[src/rtl/mem_port_arbiter.sv]
// Shares the OTTER_mem_byte data port between I-cache line refill bursts and MEM-stage loads/stores.
// Optional build macro CRIT_WORD_FIRST_EN: refill starts at the missed word and wraps around the line.
module mem_port_arbiter #(
    parameter int LINE_WORDS = 8,
    parameter int ADDR_W     = 32,
    parameter int DATA_W     = 32
) (
    input  logic                          CLK,
    input  logic                          RST_N,
    input  logic                          IC_REQ,
    input  logic [ADDR_W-1:0]             IC_ADDR,
    output logic [DATA_W-1:0]             IC_WDATA,
    output logic [$clog2(LINE_WORDS)-1:0] IC_WIDX,
    output logic                          IC_WVALID,
    output logic                          IC_DONE,
    input  logic                          D_REQ,
    input  logic                          D_WE,
    input  logic [ADDR_W-1:0]             D_ADDR,
    input  logic [DATA_W-1:0]             D_WDATA,
    input  logic [1:0]                    D_SIZE,
    input  logic                          D_SIGN,
    output logic [DATA_W-1:0]             D_RDATA,
    output logic                          D_ACK,
    output logic                          D_STALL,
    output logic                          BUSY,
    output logic                          MEM_RE,
    output logic                          MEM_WE,
    output logic [ADDR_W-1:0]             MEM_ADDR,
    output logic [DATA_W-1:0]             MEM_DIN,
    output logic [1:0]                    MEM_SIZE,
    output logic                          MEM_SIGN,
    input  logic [DATA_W-1:0]             MEM_DOUT
);

    localparam int IDX_W = $clog2(LINE_WORDS);
    localparam logic [ADDR_W-1:0] LINE_MASK = ADDR_W'(LINE_WORDS * 4 - 1);
    localparam logic [IDX_W-1:0]  LAST_CNT  = IDX_W'(LINE_WORDS - 1);

    typedef enum logic [2:0] {
        IDLE,
        D_ISSUE,
        D_RESP,
        F_ISSUE,
        F_DRAIN
    } state_t;

    state_t state, state_nxt;

    logic              d_we_p0;
    logic [ADDR_W-1:0] d_addr_p0;
    logic [DATA_W-1:0] d_wdata_p0;
    logic [1:0]        d_size_p0;
    logic              d_sign_p0;

    logic [ADDR_W-1:0] base_p0;
    logic [IDX_W-1:0]  idx_p0;
    logic [IDX_W-1:0]  cnt_p0;
    logic [IDX_W-1:0]  widx_p1;

    logic [IDX_W-1:0]  start_idx;
    logic [ADDR_W-1:0] idx_off;

`ifdef CRIT_WORD_FIRST_EN
    assign start_idx = IC_ADDR[IDX_W+1:2];
`else
    assign start_idx = '0;
`endif

    assign idx_off = {{(ADDR_W-IDX_W-2){1'b0}}, idx_p0, 2'b00};

    always_ff @(posedge CLK or negedge RST_N) begin
        if (!RST_N) begin
            state      <= IDLE;
            d_we_p0    <= 1'b0;
            d_addr_p0  <= '0;
            d_wdata_p0 <= '0;
            d_size_p0  <= '0;
            d_sign_p0  <= 1'b0;
            base_p0    <= '0;
            idx_p0     <= '0;
            cnt_p0     <= '0;
            widx_p1    <= '0;
        end else begin
            state <= state_nxt;
            case (state)
                IDLE: begin
                    if (D_REQ) begin
                        d_we_p0    <= D_WE;
                        d_addr_p0  <= D_ADDR;
                        d_wdata_p0 <= D_WDATA;
                        d_size_p0  <= D_SIZE;
                        d_sign_p0  <= D_SIGN;
                    end else if (IC_REQ) begin
                        base_p0 <= IC_ADDR & ~LINE_MASK;
                        idx_p0  <= start_idx;
                        cnt_p0  <= '0;
                    end
                end
                // issue stage -> response stage: the issued index trails by one cycle with the read data
                F_ISSUE: begin
                    idx_p0  <= idx_p0 + IDX_W'(1);
                    cnt_p0  <= cnt_p0 + IDX_W'(1);
                    widx_p1 <= idx_p0;
                end
                default: ;
            endcase
        end
    end

    always_comb begin
        state_nxt = state;
        IC_WDATA  = '0;
        IC_WIDX   = '0;
        IC_WVALID = 1'b0;
        IC_DONE   = 1'b0;
        D_RDATA   = '0;
        D_ACK     = 1'b0;
        MEM_RE    = 1'b0;
        MEM_WE    = 1'b0;
        MEM_ADDR  = '0;
        MEM_DIN   = '0;
        MEM_SIZE  = 2'b00;
        MEM_SIGN  = 1'b0;
        case (state)
            IDLE: begin
                if (D_REQ)       state_nxt = D_ISSUE;
                else if (IC_REQ) state_nxt = F_ISSUE;
            end
            D_ISSUE: begin
                MEM_ADDR  = d_addr_p0;
                MEM_RE    = ~d_we_p0;
                MEM_WE    = d_we_p0;
                MEM_DIN   = d_wdata_p0;
                MEM_SIZE  = d_size_p0;
                MEM_SIGN  = d_sign_p0;
                state_nxt = D_RESP;
            end
            D_RESP: begin
                D_ACK     = 1'b1;
                D_RDATA   = MEM_DOUT;
                state_nxt = IDLE;
            end
            F_ISSUE: begin
                MEM_RE   = 1'b1;
                MEM_SIZE = 2'b10;
                MEM_ADDR = base_p0 + idx_off;
                // the first issue has no returning word yet
                if (cnt_p0 != '0) begin
                    IC_WVALID = 1'b1;
                    IC_WIDX   = widx_p1;
                    IC_WDATA  = MEM_DOUT;
                end
                if (cnt_p0 == LAST_CNT) state_nxt = F_DRAIN;
            end
            F_DRAIN: begin
                IC_WVALID = 1'b1;
                IC_WIDX   = widx_p1;
                IC_WDATA  = MEM_DOUT;
                IC_DONE   = 1'b1;
                state_nxt = IDLE;
            end
            default: state_nxt = IDLE;
        endcase
    end

    assign BUSY    = (state != IDLE);
    assign D_STALL = D_REQ & ~D_ACK & RST_N;

endmodule
[config.mk]
export PLATFORM = sky130hd
export DESIGN_NAME = mem_port_arbiter
export DESIGN_NICKNAME = d
export VERILOG_FILES = /design/src/rtl/mem_port_arbiter.sv
export SDC_FILE = /design/constraint.sdc
export NUM_CORES = 1
export LEC_CHECK = 0
export CAP_MARGIN = 25
export CORE_MARGIN = 2
export CORE_UTILIZATION = 44
export CTS_CLUSTER_DIAMETER = 30
export CTS_CLUSTER_SIZE = 30
export DETAILED_ROUTE_END_ITERATION = 12
export PLACE_DENSITY = 0.87
export SYNTH_ARGS = -nofsm -noshare
export SYNTH_HDL_FRONTEND = slang
export SYNTH_SLANG_ARGS = --single-unit
export TNS_END_PERCENT = 20
[constraint.sdc]
create_clock -name CLK -period 3.2 [get_ports CLK]
set_input_delay 0.96 -clock CLK [delete_from_list [all_inputs] [get_ports CLK]]
set_output_delay 0.96 -clock CLK [all_outputs]
set_load 0.005 [all_outputs]
==> reports/metrics.cfg, run 1 <==
[run_status]
status=completed

[final_layout]
final_nets=857
area_growth_syn_to_layout_pct=58.28
fillerInstances=862
drive_above_1_share=0.1928
n_antenna_cell=0
fin_cells=889

[cts]
clk_pin_slew_worst_paths_ps=70
cts_hold_buffers=0
cts_root_buffer=clkbuf_16
cts_sinks=107
numCtsBuffers=9
clockBufferDepth=2
cts_htree_levels=3
cts_tree=done
clock_latency_ps=330

[grt]
grt_antenna_before_repair=0
grt_pass1_wl_um=23070
grt_pass1_vias=4556
grt_usage=0.2238
grt.overflow.total=0
grt_max_degree=55

[timing]
fin_crit_sh=0.9695
fmax_ghz=0.3223
rsz0062_at_grt=no
tns_ps=0
skew_ps=9.411
fin_crit_ps=3102
final-setup-viol-count=0
slew_headroom=0.5330
worst_pin_slew_ps=700.5
finalHoldViolCount=0
finalMaxSlewViolations=0

[synthesis]
synth_top_cells_by_area=dfrtp_1 (49%), mux2_2 (16%), and2_1 (8.2%), mux2_4 (5.5%), mux2i_1 (5.5%)
ys_seq_area_frac=0.4914
yosys_warnings=0
postSynth.asyncResetShare=1.000
yosysTopAreaCell=dfrtp_1
netlist_instances=448
synth_area_um2=5449
syn_area_per_cell_um2=12.16
yosysUniqueCellTypes=31
syn-num-nets=588
synth_edf_count=0
synth_seq_cells=107
ys_dominant_reg_cell=dfrtp_1
synth_top_cell_area_share=0.4914

[floorplan]
die_h_um=115.3
die_w_um=115.3
initial_core_util=0.4518
pin_count=277
fp-row-count=40
dieArea_um2=13290
coreArea_um2=12060

[setup_path]
critical_path_buf_inv_count=3
cp_common_cell=buf_6
slowest_delay_ps=520
cp_top_family=buffers and inverters
rr_endpoint=d_addr_p0[15]
critPathRequiredTime_ps=2240
path_class=flop to output pin
path_max_fanout=37
reg2reg_from=state[1]
critical_path.cell_chain=buf_6 -> nor3b_2 -> buf_6 -> and2_1 -> clkdlybuf4s50_1
cp_slowest_cell=clkdlybuf4s50_1
cp.arrival_ps=2140
cp-end-kind=output pin
worstSetupStartpoint=state[1]
startpoint_type=flop
regToRegSetupSlack_ps=1210
r2r_cells=5

[power_and_ir_drop]
internal_power_w=0.004954
sw_frac_of_total=0.3133
p_sw_w=0.002260
total_power_w=0.007215
peakVddDrop_mv=0.4114
pwr_density_cell_nw_per_um2=836.5
seqPwrFrac=0.333
p_leak_nw=3.617
clock_power_share=0.141
pwr-share-comb=0.526

[placed_design]
dp.cells=872
portBuffers=271
gp_congestion=0.8190
hpwl_um=11450

[route]
antenna_left=0
routedWlPerCell_um=16.95
drtIter0Drc=119
vias=4325
routed_wl_um=15070
drc=0
viasPerCell=4.865
first_pass_iters=4

[min_path]
min_to=d_wdata_p0[9]
min_path_cells=1
hold_path_class=flop to flop
hold_start=d_wdata_p0[9]

[job]
cap_viol_max_count=0

-- placed cells by master (no fill, tap or decap), drive strengths merged --
cell           count
buf               17
nand2              5
nand2b             3
nor3b              2
a22o               2
ha                 4
clkdlybuf4s50    270
dfrtp            107
or4b               1
nor3               3
inv                6
o21a               1
nor2              36
clkbuf            12
mux2i             30
o21ai              3
clkinvlp           2
and3b              1
nor2b             36
and2              71
or2                1
a21o               2
a21oi              8
mux2              98
-- how the worst max path moves through the flow --
stage / to / slack, ps / cells past startpoint
after floorplan: IC_WDATA[0] / 890 / 5
after global placement: IC_WDATA[24] / 110 / 3
after detailed placement: IC_WDATA[13] / 100 / 3
after CTS: MEM_DIN[31] / 8 / 5
after global routing: IC_WIDX[0] / 1 / 6
final: MEM_DIN[31] / 100 / 5
-- sequential cells by signal (all words and copies together), names as in the netlist --
register,count
widx_p1,3
d_addr_p0,32
d_wdata_p0,32
state,3
cnt_p0,3
d_we_p0,1
d_sign_p0,1
d_size_p0,2
base_p0,27
idx_p0,3
-- cells in the mapped netlist, types with 5 or more instances --
master and number:
buf_4 5, buf_2 10, mux2i_1 30, nor2b_1 36, dfrtp_1 107, clkbuf_1 10, inv_1 5, mux2_4 20
a21oi_1 6, nor2_1 36, mux2_2 78, and2_1 71
-- power by group through the flow --
stage | logic, W | clock network [W] | registers (W)
after floorplan | 0.00211 | 0 | 0.00229
after global routing | 0.00411 | 0.00109 | 0.00249
after CTS | 0.00381 | 0.00106 | 0.00240
final | 0.00379 | 0.00102 | 0.00240
after detailed placement | 0.00376 | 0 | 0.00242
after global placement | 0.00364 | 0 | 0.00237
-- metal layers --
layer	track usage	vias up	routed length (µm)
met3	0.04797	23	888
li1	-	2025	-
met1	0.2466	2114	5774
met2	0.4224	163	8070
met4	0.07952	0	339
met5	0	-	0
-- cell type report --
class | instances | area [µm²] | area share
timing repair buffer | 287 | 2875 | 0.3334
clock buffer | 12 | 246.5 | 0.02858
sequential | 107 | 2679 | 0.3106
multi-input combinational | 307 | 2571 | 0.2981
clock inverter | 3 | 23.77 | 0.002756
tap | 168 | 210.2 | 0.02437
inverter | 5 | 18.77 | 0.002176
-- through the flow --
| step | cell area, µm² | worst slack [ps] | hold WS [ps] | util |
|---|---|---|---|---|
| floorplan | 5449 | 888.9 | 467.2 | - |
| global route | 8625 | 1.352 | 514.3 | 0.7150 |
| detailed placement | 8303 | 104.5 | 487.1 | 0.6884 |
| finish | 8625 | 97.55 | 498.0 | 0.7150 |
| global placement | 8303 | 113.1 | 480.5 | 0.6884 |
| CTS | 8598 | 8.177 | 503.2 | 0.7129 |
-- logic make-up after synthesis --
kind of cell / after synthesis / share of synthesized area
AND/OR/NAND/NOR: 159 / 0.1679
multiplexers: 128 / 0.2714
flip-flops: 107 / 0.4914
buffers and inverters: 35 / 0.04156
AO/OA/AOI/OAI: 15 / 0.01860
adder cells (fa/ha/maj): 4 / 0.009185
-- repair_timing --
item,CTS,global route
setup buffers,0,1
gates resized for setup,3,2
pin swaps,1,1
setup endpoints to repair,63,56
cloned,1,0
No activity file was read; power rests on OpenSTA's default activity.
==> run 2: changes to the inputs <==
Settings changed: CAP_MARGIN 25 to not set, CORE_UTILIZATION 44 to 25, GPL_ROUTABILITY_DRIVEN set to 0, PLACE_DENSITY 0.87 to not set.
==> run 2 against run 1 <==
  * Via count down 0.55%
  * Design area up 1.9%
  * Largest cell class unchanged
  * First-iteration DRC count down 46%
  * Critical path type unchanged
  * Clock power about the same
==> reports/metrics.cfg, run 2 (synthesized netlist as in run 1, its figures left out) <==
[run_status]
status=completed

[floorplan]
coreArea_um2=21620  ; +79%
pin_count=277  ; unchanged
fp-row-count=54  ; +35%
initial_core_util=0.2520  ; -0.1997
die_h_um=151.6  ; +32%
dieArea_um2=22990  ; +73%
die_w_um=151.6  ; +32%

[route]
drc=0  ; unchanged
drtIter0Drc=64  ; -46%
routed_wl_um=15480  ; +2.7%
routedWlPerCell_um=15.41  ; -9.1%
routed-wl-met2_um=7577  ; -6.1%
vias=4301  ; -0.55%
antenna_left=0  ; unchanged
first_pass_iters=4  ; unchanged
wl_met3_um=1669  ; +88%
top_layer_used=met4
wl_met1_um=6050  ; +4.8%
viasPerCell=4.280  ; -12%

[final_layout]
layout_common_cells=clkdlybuf4s50_1 (270), dfrtp_1 (105), mux2_2 (78), and2_1 (70), nor2_1 (36)
fillerInstances=2150  ; +150%
n_antenna_cell=0  ; unchanged
area_growth_syn_to_layout_pct=61.26
seq_area_um2=2680  ; about the same
drive_above_1_share=0.1986  ; +0.005833
largestRegisters=d_addr_p0 x32, d_wdata_p0 x32, base_p0 x27
stdcell_area_um2=8787  ; +1.9%
final_common_cell=clkdlybuf4s50_1
multi_input_area_um2=2561  ; -0.39%
final_nets=860  ; +0.35%

[timing]
layout_setup_ws_ps=90.55  ; -6.992 ps
finalMaxSlewViolations=0  ; unchanged
worst_pin_slew_ps=789.2  ; +88.70 ps
finalHoldViolCount=0  ; unchanged
slew_headroom=0.4739  ; -0.05913
rsz0062_at_grt=yes
skew_ps=6.409  ; -3.002 ps
fin_crit_sh=0.9717  ; +0.002185
fmax_ghz=0.3216  ; -0.22%
final-setup-viol-count=0  ; unchanged
fin_crit_ps=3109  ; +6.992 ps

[placed_design]
hpwl_um=11600  ; +1.3%
pre_cts_slack_ps=-1.447  ; -105.9 ps
placed_area_um2=8477  ; +2.1%
portBuffers=271  ; unchanged

[setup_path]
path_max_fanout=15  ; -59%
slowest_delay_ps=530  ; about the same
cp_slowest_cell=clkdlybuf4s50_1
critical_path.cell_chain=buf_12 -> nor3b_2 -> a21oi_4 -> buf_4 -> nor2b_1 -> clkdlybuf4s50_1
startpoint_type=flop
critPathRequiredTime_ps=2240  ; about the same
cp-end-kind=output pin
path_class=flop to output pin
cp.arrival_ps=2150  ; about the same

[cts]
clk_pin_slew_worst_paths_ps=70  ; about the same
cts_root_buffer=clkbuf_16
cts_sinks=107  ; unchanged
cts_tree=done
clock_latency_ps=350  ; +20 ps
cts_htree_levels=3  ; unchanged
numCtsBuffers=9  ; unchanged
clockBufferDepth=2  ; unchanged
cts_hold_buffers=0  ; unchanged

[grt]
grt_usage=0.1303  ; -0.09349
grt_pass1_vias=4179  ; -8.3%
grt_max_degree=60  ; +9.1%
grt.overflow.total=0  ; unchanged
grt_pass1_wl_um=22860  ; -0.90%
grt_antenna_before_repair=0  ; unchanged

[job]
cap_viol_max_count=0  ; unchanged

[power_and_ir_drop]
peakVddDrop_mv=0.3227  ; -22%
pwr_density_cell_nw_per_um2=824.3  ; -1.5%
total_power_w=0.007243  ; +0.40%
p_leak_nw=3.629  ; +0.32%

[min_path]
hold_path_class=flop to flop

## run 2: area by class of cell
cell class | count | area share
multi-input cells | 306 | 0.2915
flip-flops and latches | 107 | 0.3050
clock inverters | 5 | 0.003417
repair buffers | 291 | 0.3316
well taps | 280 | 0.03987
inverters | 5 | 0.002136
clock buffers | 11 | 0.02648
## run 2: critical path: cells and delay by family (launching register included)
kind,cells,cell delay (ps)
AOI/OAI and AO/OA,1,80
buffers and inverters,3,870
DFF,1,440
and+or+nand+nor,2,420
## run 2: timing repair
item,in CTS,in global routing
pin swaps,0,0
gates resized for setup,3,1
setup buffers,3,0
setup endpoints to repair,38,3
## run 2: metrics by stage
| stage | instances | TNS [ps] | util | hold slack, ps |
|---|---|---|---|---|
| 6_report | 1005 | 0 | 0.4064 | 496.8 |
| 5_1_grt | 1005 | -43.90 | 0.4064 | 508.2 |
| 4_1_cts | 1005 | 0 | 0.4063 | 503.1 |
| 2_1_floorplan | 448 | 0 | - | 467.2 |
| 3_3_place_gp | 986 | 0 | 0.3921 | 481.3 |
| 3_5_place_dp | 986 | -1.447 | 0.3921 | 487.3 |
## run 2: final timing paths
path | from | to | depth (start not counted) | slack, ps
worst max register to register | state[1] | d_wdata_p0[21] | 5 | 1200
worst max-delay path | state[1] | IC_WDATA[2] | 6 | 90
min in group asynchronous | RST_N | base_p0[13] | 2 | 780
worst min register to register | d_wdata_p0[17] | d_wdata_p0[17] | 1 | 500
worst min-delay path | d_wdata_p0[17] | d_wdata_p0[17] | 1 | 500
max in group asynchronous | RST_N | d_addr_p0[3] | 2 | 1840
## run 2: report_power, final
group          internal (W)  total (W)  switching, W
clock network      0.000526    0.00104      0.000510
logic               0.00242    0.00383       0.00141
registers           0.00203    0.00238      0.000341
## run 2: layer usage
metal  track usage  vias up
li1              -     2034
met1        0.1478     2070
met2        0.2305      183
met3       0.04970       14
met4       0.03287        0
met5             0        -
